$ cat src/rtl/axi4_pkg.sv
// Shared constants, FSM state type and small helpers for the AXI4 slave front-end.
package axi4_pkg;

    localparam logic [1:0] BURST_FIXED = 2'b00;
    localparam logic [1:0] BURST_INCR  = 2'b01;
    localparam logic [1:0] BURST_WRAP  = 2'b10;

    localparam logic [1:0] RESP_OKAY   = 2'b00;
    localparam logic [1:0] RESP_SLVERR = 2'b10;

    typedef enum logic [2:0] {
        ST_IDLE,
        ST_WR_DATA,
        ST_WR_RESP,
        ST_RD_MEM,
        ST_RD_DATA
    } state_t;

    // Number of byte lanes in one data word.
    function automatic int nb_of(input int data_width);
        return data_width / 8;
    endfunction

    // log2 of the byte-lane count: the byte-address bits below the word address.
    function automatic int nb_log2(input int data_width);
        return $clog2(data_width / 8);
    endfunction

    // A burst is unserviceable if it is narrower than a word, uses the reserved
    // burst encoding, or is a WRAP whose length is not 2, 4, 8 or 16 beats.
    function automatic logic burst_is_bad(input logic [2:0] size, input logic [1:0] burst,
                                          input logic [7:0] len, input int size_log2);
        logic wrap_len_ok;
        wrap_len_ok = (len == 8'd1) || (len == 8'd3) || (len == 8'd7) || (len == 8'd15);
        return (int'(size) != size_log2) || (burst == 2'b11) ||
               ((burst == BURST_WRAP) && !wrap_len_ok);
    endfunction

endpackage

$ cat src/rtl/axi4_addr_gen.sv
// Next word address of a burst, given the current word address, burst type and length.
module axi4_addr_gen
    import axi4_pkg::*;
#(
    parameter int MEM_ADDR_WIDTH = 10
) (
    input  logic [MEM_ADDR_WIDTH-1:0] cur,
    input  logic [7:0]                len,
    input  logic [1:0]                burst,
    output logic [MEM_ADDR_WIDTH-1:0] next
);

    logic [MEM_ADDR_WIDTH-1:0] incr;
    logic [MEM_ADDR_WIDTH-1:0] wrap_mask;

    // WRAP keeps the bits above the (len+1)-word window and increments inside it;
    // legal WRAP lengths are 2^n-1, so len itself is the in-window mask.
    always_comb begin
        incr      = cur + MEM_ADDR_WIDTH'(1);
        wrap_mask = MEM_ADDR_WIDTH'(len);
        case (burst)
            BURST_FIXED: next = cur;
            BURST_WRAP:  next = (cur & ~wrap_mask) | (incr & wrap_mask);
            default:     next = incr;
        endcase
    end

endmodule

$ cat src/rtl/axi4_slave_ctrl.sv
// AXI4 slave front-end for a single-port word memory; one burst in flight at a time.
// Handshake rule on every channel: a transfer happens on the clock edge where
// valid and ready are both high; a source holds valid and payload until then.
module axi4_slave_ctrl
    import axi4_pkg::*;
#(
    parameter int DATA_WIDTH     = 32,
    parameter int ADDR_WIDTH     = 16,
    parameter int MEM_ADDR_WIDTH = 10,
    parameter int ID_WIDTH       = 4
) (
    input  logic                        clk,
    input  logic                        rst_n,
    input  logic [ID_WIDTH-1:0]         awid,
    input  logic [ADDR_WIDTH-1:0]       awaddr,
    input  logic [7:0]                  awlen,
    input  logic [2:0]                  awsize,
    input  logic [1:0]                  awburst,
    input  logic                        awvalid,
    output logic                        awready,
    input  logic [DATA_WIDTH-1:0]       wdata,
    input  logic [DATA_WIDTH/8-1:0]     wstrb,
    input  logic                        wlast,
    input  logic                        wvalid,
    output logic                        wready,
    output logic [ID_WIDTH-1:0]         bid,
    output logic [1:0]                  bresp,
    output logic                        bvalid,
    input  logic                        bready,
    input  logic [ID_WIDTH-1:0]         arid,
    input  logic [ADDR_WIDTH-1:0]       araddr,
    input  logic [7:0]                  arlen,
    input  logic [2:0]                  arsize,
    input  logic [1:0]                  arburst,
    input  logic                        arvalid,
    output logic                        arready,
    output logic [ID_WIDTH-1:0]         rid,
    output logic [DATA_WIDTH-1:0]       rdata,
    output logic [1:0]                  rresp,
    output logic                        rlast,
    output logic                        rvalid,
    input  logic                        rready,
    output logic                        mem_en,
    output logic                        mem_we,
    output logic [MEM_ADDR_WIDTH-1:0]   mem_addr,
    output logic [DATA_WIDTH-1:0]       mem_wdata,
    input  logic [DATA_WIDTH-1:0]       mem_rdata
);

    localparam int NBL = nb_log2(DATA_WIDTH);

    state_t                    state;
    logic                      last_write_q;   // 1: last served burst was a write
    logic [ID_WIDTH-1:0]       id_q;
    logic [MEM_ADDR_WIDTH-1:0] addr_q;
    logic [MEM_ADDR_WIDTH-1:0] addr_next;
    logic [7:0]                len_q;
    logic [7:0]                cnt_q;
    logic [1:0]                burst_q;
    logic                      err_q;
    logic                      wr_err_q;
    logic                      rd_first_q;     // first RD_DATA cycle: memory output is live
    logic [DATA_WIDTH-1:0]     rdata_q;
    logic [DATA_WIDTH-1:0]     rd_word;
    logic                      grant_wr;
    logic                      grant_rd;
    logic                      last_beat;
    logic                      beat_err;
    logic                      unused_addr_bits;

    assign unused_addr_bits = ^{awaddr[ADDR_WIDTH-1:MEM_ADDR_WIDTH+NBL], awaddr[NBL-1:0],
                                araddr[ADDR_WIDTH-1:MEM_ADDR_WIDTH+NBL], araddr[NBL-1:0]};

    axi4_addr_gen #(.MEM_ADDR_WIDTH(MEM_ADDR_WIDTH)) u_addr_gen (
        .cur   (addr_q),
        .len   (len_q),
        .burst (burst_q),
        .next  (addr_next)
    );

    // Arbitration: a lone request wins; on a tie the type not served last wins.
    always_comb begin
        grant_wr = awvalid && (!arvalid || !last_write_q);
        grant_rd = arvalid && !grant_wr;
    end

    assign awready   = (state == ST_IDLE) && grant_wr;
    assign arready   = (state == ST_IDLE) && grant_rd;
    assign wready    = (state == ST_WR_DATA);
    assign last_beat = (cnt_q == len_q);
    assign beat_err  = err_q || !(&wstrb) || (wlast != last_beat);
    assign rd_word   = err_q ? '0 : mem_rdata;
    // Memory data is only valid in the first RD_DATA cycle; afterwards the captured copy holds it.
    assign rdata     = rd_first_q ? rd_word : rdata_q;

    // Memory port: write beats pass straight through; reads are issued from RD_MEM.
    always_comb begin
        mem_en    = 1'b0;
        mem_we    = 1'b0;
        mem_addr  = addr_q;
        mem_wdata = wdata;
        if (state == ST_WR_DATA && wvalid) begin
            mem_en = 1'b1;
            mem_we = !err_q && (&wstrb);
        end else if (state == ST_RD_MEM) begin
            mem_en = 1'b1;
        end
    end

    // Burst FSM with latched request, beat counter and registered B/R channel outputs.
    always_ff @(posedge clk) begin
        if (!rst_n) begin
            state        <= ST_IDLE;
            last_write_q <= 1'b0;
            id_q         <= '0;
            addr_q       <= '0;
            len_q        <= '0;
            cnt_q        <= '0;
            burst_q      <= '0;
            err_q        <= 1'b0;
            wr_err_q     <= 1'b0;
            rd_first_q   <= 1'b0;
            rdata_q      <= '0;
            bvalid       <= 1'b0;
            bresp        <= RESP_OKAY;
            bid          <= '0;
            rvalid       <= 1'b0;
            rresp        <= RESP_OKAY;
            rlast        <= 1'b0;
            rid          <= '0;
        end else begin
            case (state)
                ST_IDLE: begin
                    if (awready) begin
                        id_q     <= awid;
                        addr_q   <= awaddr[MEM_ADDR_WIDTH+NBL-1:NBL];
                        len_q    <= awlen;
                        burst_q  <= awburst;
                        err_q    <= burst_is_bad(awsize, awburst, awlen, NBL);
                        wr_err_q <= 1'b0;
                        cnt_q    <= '0;
                        state    <= ST_WR_DATA;
                    end else if (arready) begin
                        id_q    <= arid;
                        addr_q  <= araddr[MEM_ADDR_WIDTH+NBL-1:NBL];
                        len_q   <= arlen;
                        burst_q <= arburst;
                        err_q   <= burst_is_bad(arsize, arburst, arlen, NBL);
                        cnt_q   <= '0;
                        state   <= ST_RD_MEM;
                    end
                end
                ST_WR_DATA: begin
                    if (wvalid) begin
                        addr_q <= addr_next;
                        if (last_beat) begin
                            bvalid <= 1'b1;
                            bid    <= id_q;
                            bresp  <= (wr_err_q || beat_err) ? RESP_SLVERR : RESP_OKAY;
                            state  <= ST_WR_RESP;
                        end else begin
                            cnt_q    <= cnt_q + 8'd1;
                            wr_err_q <= wr_err_q || beat_err;
                        end
                    end
                end
                ST_WR_RESP: begin
                    if (bready) begin
                        bvalid       <= 1'b0;
                        last_write_q <= 1'b1;
                        state        <= ST_IDLE;
                    end
                end
                ST_RD_MEM: begin
                    rvalid     <= 1'b1;
                    rid        <= id_q;
                    rresp      <= err_q ? RESP_SLVERR : RESP_OKAY;
                    rlast      <= last_beat;
                    rd_first_q <= 1'b1;
                    state      <= ST_RD_DATA;
                end
                ST_RD_DATA: begin
                    if (rd_first_q) begin
                        rdata_q    <= rd_word;
                        rd_first_q <= 1'b0;
                    end
                    if (rready) begin
                        rvalid <= 1'b0;
                        rlast  <= 1'b0;
                        if (rlast) begin
                            last_write_q <= 1'b0;
                            state        <= ST_IDLE;
                        end else begin
                            addr_q <= addr_next;
                            cnt_q  <= cnt_q + 8'd1;
                            state  <= ST_RD_MEM;
                        end
                    end
                end
                default: state <= ST_IDLE;
            endcase
        end
    end

endmodule
$ cat config.mk
export PLATFORM = sky130hd
export DESIGN_NAME = axi4_slave_ctrl
export DESIGN_NICKNAME = d
export VERILOG_FILES = /design/src/rtl/axi4_pkg.sv /design/src/rtl/axi4_addr_gen.sv /design/src/rtl/axi4_slave_ctrl.sv
export SDC_FILE = /design/constraint.sdc
export NUM_CORES = 1
export LEC_CHECK = 0
export CAP_MARGIN = 10
export CORE_AREA = 2 2 117 119
export CTS_CLUSTER_SIZE = 40
export DETAILED_ROUTE_END_ITERATION = 8
export DIE_AREA = 0 0 119 121
export PLACE_DENSITY = 0.76
export REMOVE_ABC_BUFFERS = 1
export SETUP_SLACK_MARGIN = 0.2
export SLEW_MARGIN = 30
export SYNTH_ARGS = -nofsm -noshare
export SYNTH_HDL_FRONTEND = slang
export SYNTH_SLANG_ARGS = --single-unit
$ cat constraint.sdc
create_clock -name clk -period 1.7 [get_ports clk]
set_clock_uncertainty 0.1 [all_clocks]
set_input_delay 0.255 -clock clk [delete_from_list [all_inputs] [get_ports clk]]
set_output_delay 0.255 -clock clk [all_outputs]
set_load 0.03 [all_outputs]
---- After elaboration in Yosys (flattened, before gate mapping) ----
Index checks and enable logic that the tools add are counted.
word-level totals
  bits in registers ....................... 86
  bits in latches ......................... 0
  bits in writable memories ............... 0
  ROM bits ................................ 0
  input port bits ......................... 142
  output and inout port bits .............. 94
  logic and storage cells ................. 154
  memories ................................ 0
cells by class
  add/sub/neg operators ................... 2
  $mul .................................... 0
  div/mod/pow operators ................... 0
  $lt $le $gt $ge ......................... 0
  eq/ne operators ......................... 30
  shifts and indexed selects .............. 0
  mux-type cells .......................... 53
  bitwise gates (word level) .............. 4
  reductions and logical operators ........ 47
operator list
  operator               number
  $mux 32                2
  $mux 8                 8
  $mux 10                5
  $pmux 10 s3            1
  $pmux 8 s3             1
  $pmux 10 s2            1
  $mux 3                 6
  $eq 8x1->1 const B     2
  $eq 8x2->1 const B     2
  $eq 8x3->1 const B     2
  $eq 8x4->1 const B     2
  $reduce_and 4->1       4
  $mux 1                 15
  $pmux 3 s5             1
  $logic_or 1x1->1       14
  $ne 2x2->1 const B     7
  $pmux 1 s2             6
  $add 10x1->10 const B  1
  $and 10x10->10         1
  $and 10x8->10          1
  $eq 2x2->1 const B     5
  $mux 2                 5
  $not 8->10             1
  $or 10x10->10          1
  other kinds (19)       42

---- Longest topological paths before layout ----
Gate-level depths: netlist of run 1.
  depth in word-level cells ............... 9
  gate-level depth with buffers ........... 7
  depth with buffers taken out ............ 6

---- Hierarchy ----
Synthesis of run 1 repeated with hierarchy kept, for this count alone.
second synthesis, totals
  cell total of the unflattened synthesis .. 631
  area, all modules ....................... 4,782.1 µm²
modules (own cells, without submodules)
  module           times used  cells an instance  area each (µm²)
  axi4_slave_ctrl  1           596                4,533.1
  axi4_addr_gen    1           35                 249.0

---- Least setup slack after synthesis of run 1 ----
Ideal clock, no wire load.
  path type ............................... reg2out
  from .................................... reg state[1]
  to ...................................... out mem_we
  data arrival time ....................... 1.569 ns
  slack ................................... -0.224 ns
  stages on the path, launching flop included .. 5
  cells stage by stage .................... dfxtp_1 > buf_2 > nor3b_4 > nand2_1 > nor2_1
between the ends
  cells in the longest elaborated chain, start to end .. 3
ends and longest elaborated chain
  what                      line                    RTL
  start: declaration        axi4_slave_ctrl.sv:52   state_t state;
  start signal: assignment  axi4_slave_ctrl.sv:113  state <= ST_IDLE;
  start signal: assignment  axi4_slave_ctrl.sv:142  state <= ST_WR_DATA;
  start signal: assignment  axi4_slave_ctrl.sv:150  state <= ST_RD_MEM;
  $eq 3x1->1                -
  net wready                axi4_slave_ctrl.sv:25   output logic wready,
  $logic_and 1x1->1         axi4_slave_ctrl.sv:102  if (state == ST_WR_DATA && wvalid) begin
  $mux 1                    axi4_slave_ctrl.sv:102
  end: declaration          axi4_slave_ctrl.sv:44   output logic mem_we,
The timed path passes the listed nets, and every way through them passes these cells.

---- Final worst setup path of run 1 ----
  from .................................... reg state[1]
  to ...................................... reg cnt_q[0]
between the ends
  cells in the longest elaborated chain, start to end .. 4
  elaborated cells on any way between the ends .. 14
  classes of those cells .................. eq/ne: 7; mux: 2; reduce/logical: 5
ends and longest elaborated chain
  what                                                             line                                                                  RTL
  $logic_not 3->1                                                  axi4_slave_ctrl.sv:87, axi4_slave_ctrl.sv:88, axi4_slave_ctrl.sv:132
  $logic_and 1x1->1 (on tied branches)                             axi4_slave_ctrl.sv:87, axi4_slave_ctrl.sv:88
  $ne 3x3->1 (no source line) or $mux 8 (tied branches)            -
  $reduce_and 6->1 (no source line) or $pmux 8 s3 (tied branches)  -
  end signal: assignment                                           axi4_slave_ctrl.sv:162                                                cnt_q <= cnt_q + 8'd1;
  end signal: assignment                                           axi4_slave_ctrl.sv:195                                                cnt_q <= cnt_q + 8'd1;
  end: declaration                                                 axi4_slave_ctrl.sv:58                                                 logic [7:0] cnt_q;
Several ways; a longest one is shown, not always the timed one.
A chain may end at the register's enable or synchronous reset.

==> qor.csv, run 1 <==
metric,value,unit
R2R Setup Slk,-0.23,ns
M3 GR Usage,8.788,%
Worst Setup End Kind,flip-flop,
clk_lat worst skew,0.34,ns
share of layout cells above drive strength 1,50.78,%
worst hold path startpoint,rresp[1]$_SDFFE_PN0P_,
unrepaired setup endpoints after global routing,true,
initial antenna violation count,0,
initial core utilization,36.26,%
fillers,797,
CP max stage delay,0.33,ns
synth top area cells,"dfxtp_1 35%, nand2_1 13%, a21oi_1 5.9%",
Setup CP Type,reg2reg,
Crit path max-delay family,buffers and inverters,
GR met2 Demand/Resource,37.75,%
root buffer cell,clkbuf_16,
Rows,42,
Setup TNS,-9.070,ns
Min-Delay Endpoint,rresp[1]$_SDFFE_PN0P_,
Worst Path Max Fanout,7,
crit-path cells,buf_12 > buf_8 > nor3b_4 > buf_4 > buf_6 > nand3_4 > buf_12 > buf_16 > a31o_2,
Synth top cells by count,"165 x nand2_1, 84 x dfxtp_1, 56 x a21oi_1",
die height,121,um
chip width,119,um
Yosys cell types,59,
min cycle time layout,1.927,ns
fin worst setup slack,-0.2265,ns
cell taking the most area after synthesis,dfxtp_1,
clock slew at reported path FFs,0.07,ns
Ports,236,
Crit. Startpoint,state[1]$_SDFFE_PN0P_,
post-synthesis sequential element count,84,
Final setup viols,65,
Fin. Hold Viols,0,
Max Cap Viol,0,
Synth Flop Type,dfxtp_1,
CP startpoint kind,flip-flop,
ys async rst share,0,%
PD cells,1140,nW/um^2
number of cells on the worst hold path,2,
CP required,1.82,ns
Sw Share,39.39,%
status,"finished, violations left",
most frequent cell after synthesis,nand2_1,
HPWL after DPL,11500,um
port bufs,157,
routability cong.,0.8801,
die area,14400,sq um
vias in the first global route,4968,
total CTS buffers,9,
failing checks,setup timing,
GRT Total Usage,22.99,%
Syn. warnings,0,
Reg power frac,23.9,%
VDD IR max,0.7344,mV
share of the synthesized area in the top cell type,35.44,%
reg2reg start,state[1]$_SDFFE_PN0P_,
Util after Layout,73.50,%
cell count after synthesis,652,
Reg2Reg Capture Point,cnt_q[0]$_SDFFE_PN0P_,
M1 GR Usage,28.75,%
Worst EP arrival,2.05,ns
drt wl/cell,21.09,um
total grt overflow,0,
routed wire length,22700,um
largest net degree at the start of global routing,36,
fmax,519.1,MHz
Core Area,13090,sq um
first-pass GRT wire length,26100,um
P_leak,4.103,nW
max-slew violation count,0,
antenna cells,0,
WP buf/inv,6,
Switching Power,0.004318,W
CTS Buffer Depth,2,
busiest layer in global routing,met2,
Avg Inst Size Synth,7.277,sq um
vias,5902,
Logic pwr share,57.9,%
R2R depth,9,
"Slowest-stage cell, CP",dfxtp_2,
Clock Sinks,84,
Area Overhead vs Synth,102.7,%
Netlist Area Pre-Place,4745,sq um
Antenna Nets Post-Route,0,
hold crit path type,reg2reg,
TritonCTS clock tree,yes,
drt via density,5.485,
Clock Power Share,18.2,%
DRC violations left,0,
sequential share of the synthesized area,35.44,%
"EDFF count, synth",0,
initial drt markers,359,
period utilization,113.3,%
P_int,0.006645,W
htree depth,3,
Layout Nets,1040,
crit-path most repeated cell,buf_12,
Detailed Routing Iterations Pass 1,4,
[through the flow]
step | total power [W] | instances | worst slack [ns] | cell area (sq um) | hold WS (ns)
after global placement | 0.006613 | 986 | -0.4646 | 6713 | 0.3327
after floorplan | 0.004562 | 580 | -1.043 | 4307 | 0.2711
after CTS | 0.009553 | 1025 | -0.1652 | 7828 | 0.3528
final | 0.01096 | 1076 | -0.2265 | 9618 | 0.3509
after detailed placement | 0.006657 | 986 | -0.4728 | 6713 | 0.3393
after global routing | 0.01144 | 1076 | -0.2753 | 9618 | 0.3716
[registers in the layout, indices dropped and copies added, names as in the netlist, 2 cells and up, named ones only]
signal and cells:
burst_q 2, len_q 8, id_q 4, state 3, bid 4, rdata_q 32
rid 4, mem_addr 3, cnt_q 8
[per-layer routing]
layer	vias to the layer above	share of wire, %
met5	-	0.13
met4	2	3.5
met3	67	8.7
met2	333	49
met1	2825	38
li1	2675	-
[cell type report]
cell class                      count  area (sq um)  area share (%)
Clock buffer                       11         252.7           2.628
Clock inverter                      4         48.80          0.5074
Inverter                           44         167.7           1.743
Multi-Input combinational cell    452          3930           40.86
Sequential cell                    84          1705           17.73
Tap cell                          176         220.2           2.290
Timing Repair Buffer              305          3293           34.24
[worst max-delay path by stage]
stage,end,cells past startpoint
4_1_cts,mem_we,6
3_5_place_dp,mem_addr[8]$_SDFFE_PN0P_,8
6_report,cnt_q[0]$_SDFFE_PN0P_,9
2_1_floorplan,rdata_q[0]$_SDFFE_PN0P_,5
5_1_grt,cnt_q[0]$_SDFFE_PN0P_,9
3_3_place_gp,mem_addr[8]$_SDFFE_PN0P_,8
[worst register-to-register path: stages (launching register included)]
cell	delay (ns)
dfxtp_2	0.33
buf_12	0.13
buf_8	0.12
nor3b_4	0.27
buf_4	0.17
buf_6	0.11
nand3_4	0.09
buf_12	0.15
buf_16	0.13
a31o_2	0.23
[power groups by stage]
| stage | registers, W | logic (W) | clock network (W) |
|---|---|---|---|
| 3_3_place_gp | 0.00259 | 0.00402 | 0 |
| 2_1_floorplan | 0.00283 | 0.00173 | 0 |
| 5_1_grt | 0.00267 | 0.00666 | 0.00211 |
| 4_1_cts | 0.00258 | 0.00495 | 0.00203 |
| 6_report | 0.00262 | 0.00634 | 0.00200 |
| 3_5_place_dp | 0.00260 | 0.00406 | 0 |
[cells by family after synthesis]
kind of cell / synth area share, %
AOI/OAI and AO/OA: 19.88
xor gates and xnor gates: 2.215
other: 0.07904
buffers and inverters: 12.79
and+or+nand+nor: 26.16
adders and majority gates: 0.5273
DFF: 35.44
muxes: 2.901
[placed cells by master, fill, tap and decap left out, types with 4 or more instances in the layout]
master	n
clkdlybuf4s50_1	95
buf_4	88
nand2_1	76
dfxtp_1	71
nand2_4	67
buf_6	59
inv_1	42
a21oi_2	39
o21ai_4	30
nand2_2	22
nor2_1	19
clkbuf_16	18
buf_12	18
a21oi_1	16
nor2_4	13
dlygate4sd2_1	12
dfxtp_2	10
nor3_1	9
o21ai_0	9
xor2_1	8
a311oi_1	8
nand4_1	7
and3_1	7
buf_8	7
mux2i_1	6
nor2_2	6
a311oi_2	6
o22ai_1	6
mux2_2	5
a31oi_1	5
nand3_1	5
clkdlybuf4s15_2	5
clkbuf_2	5
buf_16	4
[repair_timing]
action	4_1_cts	5_1_grt
setup buffers	20	38
pin swaps	18	132
endpoints found under the hold margin	0	0
endpoints found under the setup margin	106	122
gates cloned	4	13
hold buffers	0	0
resized for setup	219	305
Power figures use the tool's default switching activity.
==> inputs of run 2 (changes only) <==
--- a/config.mk
+++ b/config.mk
@@ -5,7 +5,6 @@
 export SDC_FILE = /design/constraint.sdc
 export NUM_CORES = 1
 export LEC_CHECK = 0
-export CAP_MARGIN = 10
 export CORE_AREA = 2 2 117 119
 export CTS_CLUSTER_SIZE = 40
 export DETAILED_ROUTE_END_ITERATION = 8
==> results of run 2 <==
Same layout as run 1: the final DEF is identical, and so are final timing and power.
